===== src/rtl/branch_resolve.sv =====
// Branch/jump resolution stage: waits for the evaluator's condition, computes the
// target, holds a redirect to fetch until accepted, and flushes younger instructions.
module branch_resolve #(
    parameter int XLEN  = 32,
    parameter int CNT_W = 16
) (
    input  logic             clk,
    input  logic             rst_n,
    input  logic             br_valid,
    input  logic [1:0]       br_type,
    input  logic [XLEN-1:0]  pc,
    input  logic [XLEN-1:0]  imm,
    input  logic [XLEN-1:0]  rs1,
    input  logic             cond_in,
    input  logic             redirect_ready,
    output logic             busy,
    output logic             redirect_valid,
    output logic [XLEN-1:0]  redirect_pc,
    output logic             flush,
    output logic             link_valid,
    output logic [XLEN-1:0]  link_data,
    output logic             misalign,
    output logic [CNT_W-1:0] taken_count
);

    typedef enum logic [1:0] {
        IDLE     = 2'b00,
        EVAL     = 2'b01,
        REDIRECT = 2'b10
    } state_t;

    localparam logic [XLEN-1:0] FOUR       = XLEN'(4);
    localparam logic [XLEN-1:0] ALIGN_MASK = ~XLEN'(1);

    state_t           state_q, state_d;
    logic [XLEN-1:0]  pc_q, imm_q, rs1_q;
    logic [1:0]       type_q;
    logic [XLEN-1:0]  tgt_q;
    logic [1:0]       tgt_in_lo;
    logic             accept, jump_mis, branch_mis, count_inc;
    logic             link_valid_q, flush_q, misalign_q;
    logic [XLEN-1:0]  link_data_q;
    logic [CNT_W-1:0] taken_q;

    // The low two target bits depend only on the low two operand bits, so jump
    // alignment is decided at accept time without a full-width adder.
    always_comb begin
        tgt_in_lo = (br_type == 2'b11) ? ((rs1[1:0] + imm[1:0]) & 2'b10)
                                       : (pc[1:0] + imm[1:0]);
        tgt_q     = (type_q == 2'b11) ? ((rs1_q + imm_q) & ALIGN_MASK)
                                      : (pc_q + imm_q);
    end

    always_ff @(posedge clk or negedge rst_n) begin
        if (!rst_n) begin
            state_q <= IDLE;
        end else begin
            state_q <= state_d;
        end
    end

    always_comb begin
        state_d    = state_q;
        accept     = 1'b0;
        jump_mis   = 1'b0;
        branch_mis = 1'b0;
        count_inc  = 1'b0;
        case (state_q)
            IDLE: begin
                if (br_valid && (br_type != 2'b00)) begin
                    accept = 1'b1;
                    if (!br_type[1]) begin
                        state_d = EVAL;
                    end else if (tgt_in_lo == 2'b00) begin
                        state_d = REDIRECT;
                    end else begin
                        jump_mis = 1'b1;
                    end
                end
            end
            EVAL: begin
                state_d = IDLE;
                if (cond_in) begin
                    count_inc = 1'b1;
                    if (tgt_q[1:0] == 2'b00) begin
                        state_d = REDIRECT;
                    end else begin
                        branch_mis = 1'b1;
                    end
                end
            end
            REDIRECT: begin
                if (redirect_ready) begin
                    state_d = IDLE;
                end
            end
            default: state_d = IDLE;
        endcase
    end

    // Operand latches, single-cycle pulses and the taken counter.
    always_ff @(posedge clk or negedge rst_n) begin
        if (!rst_n) begin
            pc_q         <= '0;
            imm_q        <= '0;
            rs1_q        <= '0;
            type_q       <= 2'b00;
            link_valid_q <= 1'b0;
            link_data_q  <= '0;
            misalign_q   <= 1'b0;
            flush_q      <= 1'b0;
            taken_q      <= '0;
        end else begin
            if (accept) begin
                pc_q   <= pc;
                imm_q  <= imm;
                rs1_q  <= rs1;
                type_q <= br_type;
            end
            link_valid_q <= accept && br_type[1];
            if (accept && br_type[1]) begin
                link_data_q <= pc + FOUR;
            end
            misalign_q <= jump_mis | branch_mis;
            flush_q    <= (state_d == REDIRECT) && (state_q != REDIRECT);
            if (count_inc) begin
                taken_q <= taken_q + CNT_W'(1);
            end
        end
    end

    assign busy           = (state_q != IDLE);
    assign redirect_valid = (state_q == REDIRECT);
    assign redirect_pc    = redirect_valid ? tgt_q : '0;
    assign flush          = flush_q;
    assign link_valid     = link_valid_q;
    assign link_data      = link_data_q;
    assign misalign       = misalign_q;
    assign taken_count    = taken_q;

endmodule


===== config.mk =====
export PLATFORM = sky130hd
export DESIGN_NAME = branch_resolve
export DESIGN_NICKNAME = d
export VERILOG_FILES = /design/src/rtl/branch_resolve.sv
export SDC_FILE = /design/constraint.sdc
export NUM_CORES = 1
export LEC_CHECK = 0
export ABC_AREA = 1
export BUFFER_PORTS_ARGS = -buffer_cell sky130_fd_sc_hd__buf_2
export CAP_MARGIN = 20
export CORE_MARGIN = 1.5
export CORE_UTILIZATION = 50
export CTS_BUF_LIST = sky130_fd_sc_hd__clkbuf_2
export DETAILED_ROUTE_END_ITERATION = 8
export PLACE_DENSITY = 0.82
export SLEW_MARGIN = 30
export SYNTH_ARGS = -nofsm -noshare
export SYNTH_HDL_FRONTEND = slang
export SYNTH_SLANG_ARGS = --single-unit

===== constraint.sdc =====
create_clock -name clk -period 6.3 [get_ports clk]
set_clock_uncertainty 0.15 [all_clocks]
set_input_delay 0.315 -clock clk [delete_from_list [all_inputs] [get_ports clk]]
set_output_delay 0.315 -clock clk [all_outputs]
set_load 0.02 [all_outputs]

* Word level (Yosys, flattened, before mapping)
Index checks and enable logic that the tools add are counted.
** Cells by class
- Multipliers :: 0
- Reduce and logical (&&, ||, !) cells :: 8
- Muxes and demuxes :: 21
- Shift-type cells :: 0
- Bitwise logic cells :: 1
- Divide/modulo/power cells :: 0
- Equal/unequal tests :: 6
- Order comparisons :: 0
- Add/sub/neg operators :: 6
** Operator list (count)
- 32-bit adder :: 2
- 32-bit 2-to-1 mux :: 2
- 32-bit by 3-bit adder with 32-bit output, second input constant :: 1
- 16-bit by 1-bit adder with 16-bit output, second input constant :: 1
- 2-bit 2-to-1 mux :: 7
- 1-bit 2-to-1 mux :: 11
- 2-bit == test, second input constant :: 4
- 2-bit zero test :: 3
- 2-bit one-hot mux with 3 select lines :: 1
- 2-bit adder :: 2
- 2-bit nonzero test :: 2
- 1-bit logical AND :: 3
- 2-bit by 1-bit == test with 1-bit output, second input constant :: 1
- 2-bit != test, second input constant :: 1
- 1-bit bitwise OR :: 1
** Storage, ports and cells
- Input port bits :: 103
- Output and inout port bits :: 85
- Memories :: 0
- Bits in writable memories :: 0
- ROM bits :: 0
- Word-level logic and storage cells :: 52
- Flip-flop bits (word level) :: 151
- Latch bits :: 0

* Longest topological paths before layout
- Depth in word-level cells :: 9
- Depth in mapped cells :: 14
- Mapped depth without buffers :: 14

* Worst setup path before layout
Ideal clock, no wire load.
- Path type :: reg2out
- Start point :: register imm_q[0]
- End point :: output redirect_pc[8]
- Buffers on the path :: 0
- Data required time :: 5.835 ns
- Arrival :: 2.148 ns
- Stages on the path, launching flop included :: 10
- Slack :: 3.687 ns
- Cell sequence :: dfrtp_1 > ha_1 > fa_1 > nand3_1 > nand3_1 > nand2_1 > nand3_1 > o21ai_0 > a21oi_1 > nor3_1
** On the way
- Word-level cells in the longest chain between the ends :: 3
- Elaborated cells between the ends (all ways) :: 4
- Those cells by class :: add/sub (2); mux (2)
** RTL lines
- from (decl) :: line 36 : logic [XLEN-1:0] pc_q, imm_q, rs1_q;
- from (signal assigned) :: line 116 : imm_q <= imm;
- 32-bit adder, on equally long branches :: line 51, 50
- 32-bit 2-to-1 mux (*) :: line 50 : tgt_q = (type_q == 2'b11) ? ((rs1_q + imm_q) & ALIGN_MASK)
- 32-bit 2-to-1 mux (*) :: line 134 : assign redirect_pc = redirect_valid ? tgt_q : '0;
- to (decl) :: line 18 : output logic [XLEN-1:0] redirect_pc,
Mark *: on every way between the ends. The rest lies on a longest branch, timed or not.

* Final worst setup path
- Start point :: register imm_q[0]
- End point :: output redirect_pc[16]
Same word-level chain as after synthesis.

==> impl_metrics.toml <==
[sta]
worst_slew_pin_slew_ns = 0.8938
slew_headroom_pct = 40.42
fin_crit_ns = 3.944
fin_crit_sh_pct = 62.61
hold_ws_ns = 0.08101
finalHoldViolCount = 0
clock.fmax_mhz = 253.5
setup_violations = 0
rsz0062_at_grt = "no"
drv_slew = 0
final.setup.tns_ns = 0

[logic_synthesis]
synth_edf_count = 0
syn_nets = 2033
syn-cell-area_um2 = 11740
synth-simple-area-share_pct = 39.64
synth_cell_types = 43
avgSynthCellArea_um2 = 6.296
synthArstFlopShare_pct = 100.0
ys_warn_count = 0
synthFlopType = "dfrtp_1"
synthCells = 1864
ys_ff_latch = 151
synth_top_area_share_pct = 32.20
synth_top_family_by_area = "simple AND/OR/NAND/NOR gates"
yosysTopAreaCell = "dfrtp_1"
yosys-top-cells-area = "dfrtp_1 (32%), nand2_1 (26%), inv_1 (8.6%)"
muxShareOfSynthArea_pct = 0
seq_area_frac_synth_pct = 32.20
synth_compound_area_share_pct = 7.357
synthAdderAreaFrac_pct = 7.165
synth_xor_area_share_pct = 3.508

[setup_path]
path_cells = "ha_1, fa_1, nand3_1, nand3_1, nand3_1, nand3_1, nand2_1, nand3_1, nand2_1, o21ai_0, nor2_1, buf_2"
end_kind = "primary output"
path_depth = 12
cp_slowest_cell = "fa_1"
reg2regPathDepth = 12
cp_max_fo = 6
crit_path_start_kind = "register"
crit_top_cell = "nand3_1"
worst_path_largest_cell_delay_ns = 0.51
critPathKind = "register to primary output"
cp_num_buf_inv = 1
worst_path_dominant_cell_family = "simple AND/OR/NAND/NOR gates"
critPathRequiredTime_ns = 5.83
r2r_slack_ns = 2.51
arrival_ns = 3.48

[min_path]
holdCritPathClass = "primary input to register"
whs_path_depth = 4

[global_route]
grt_pass1_vias = 12090
grt_usage_pct = 34.47
grt_max_degree = 129
grt_pass1_wl_mm = 64.08
busiest_layer = "met2"
overflow = 0
use_met1_pct = 46.37
antenna_found_initial = 1
met3_usage_pct = 7.472
grtUsageMet2_pct = 54.24

[floorplan]
dieArea_um2 = 24400
die_y_um = 156.2
core_area_um2 = 22850
rows = 55
top_level_ports = 188
initial_core_util_pct = 51.36
die_x_um = 156.2

[final_layout]
drive_gt1_share_pct = 12.15
final_cell_mix = "nand2_1 (798), inv_1 (268), buf_2 (186)"
finalInstanceArea_um2 = 14450
fillers = 2130
areaGrowthSynthToFinish_pct = 23.12
final_nets = 2330
layout_commonest_cell = "nand2_1"

[clocking]
clkSinkCount = 151
post_cts_buffers = 0
htree_levels = 4
clock_path_buffers = 2
cts_tree = "yes"
clk_pin_slew_ns = 0.29
cts_resized = 0
numCtsBuffers = 17
clk_latency_ns = 0.78
clockRootBuffer = "clkbuf_2"

[detailed_routing]
wl_per_cell_um = 16.66
drtAntennaViolNets = 0
dr_total_vias = 12870
drtIter0Drc = 1117
drcViolationCount = 0
first_pass_iters = 7
wl_mm = 41.44
via_per_inst = 5.173

[pwr]
ir_drop_v = 0.0001785
power_density_nw_per_um2 = 299.0
p_leak_nw = 8.425
total_power_w = 0.004319

[status]
status = "completed"

[placement]
postPlaceCellArea_um2 = 12970
hpwlAfterDp_mm = 30.81
port-buffer-count = 187
place_congestion = 1.033

[flow_run]
maxCapViolations = 0
-- cells by family after synthesis --
family	after synthesis
simple gates	1123
buf+inv	311
compound gates	166
flops	151
fa+ha+maj	66
xor+xnor	47
-- synthesized netlist by cell type, types with 2 or more instances --
cell,n
xor2_1,33
nand4_1,15
or2_2,5
nor2_2,5
o21ai_0,65
nor3_1,21
nor3_2,3
a21oi_1,76
clkbuf_1,16
nor3_4,4
nor2_1,148
ha_1,64
nor2_4,5
and2_1,2
buf_1,2
fa_1,2
o21bai_1,6
nand3_1,92
dfrtp_1,151
nor4_1,6
nand3b_1,3
nand2_2,2
a21o_1,2
nand2_1,798
o21ai_1,12
inv_2,7
buf_2,17
xnor2_1,14
inv_1,268
nand3_2,5
and3_1,3
-- tightest hold or removal path, cell delays in order --
cell and delay [ns]:
dlygate4sd3_1 0.52, buf_2 0.10, nand2_1 0.04, nand2_1 0.05
-- final cells by class --
class / count / area (um2) / area share [%]
clock buffer: 17 / 85.08 / 0.5889
inverter: 276 / 1037 / 7.179
sequential: 151 / 3779 / 26.15
multi-input combinational: 1402 / 6773 / 46.88
clock inverter: 14 / 185.2 / 1.282
antenna: 1 / 2.502 / 0.01732
timing repair buffer: 313 / 2195 / 15.19
tap: 313 / 391.6 / 2.711
-- what timing repair did --
item,in CTS,in global routing
endpoints found under the hold margin,247,0
hold buffers,120,0
endpoints found under the setup margin,0,0
-- where the power goes --
group          internal, W  total, W  switching [W]
registers          0.00116   0.00136       0.000197
logic             0.000766   0.00231        0.00154
clock network     0.000203  0.000653       0.000450
-- stage by stage --
stage | worst slack, ns | utilization [%] | instances
final | 2.356 | 63.24 | 2487
after global routing | 2.207 | 63.24 | 2487
after CTS | 2.437 | 63.21 | 2486
after detailed placement | 3.347 | 56.77 | 2335
after global placement | 3.394 | 56.76 | 2335
after floorplan | 3.687 | - | 1864
-- final timing paths --
kind / start / endpoint
worst max-delay path: imm_q[0] / redirect_pc[16]
min in group asynchronous: rst_n / link_data[20]
worst min-delay path: imm[19] / imm_q[19]
max in group asynchronous: rst_n / imm_q[21]
worst min register to register: state_q[1] / flush
worst max register to register: type_q[0] / flush
-- flip-flops by register name, indices dropped and copies added, names as in the netlist, 2 cells and up --
signal	count
pc_q	32
type_q	2
imm_q	32
state_q	2
rs1_q	32
taken_count	16
link_data	32
-- layer usage --
| layer | wire length (um) | vias up |
|---|---|---|
| li1 | - | 6368 |
| met1 | 18010 | 5787 |
| met2 | 18010 | 615 |
| met3 | 3820 | 95 |
| met4 | 1598 | 0 |
| met5 | 0 | - |
Power figures use the tool's default switching activity.
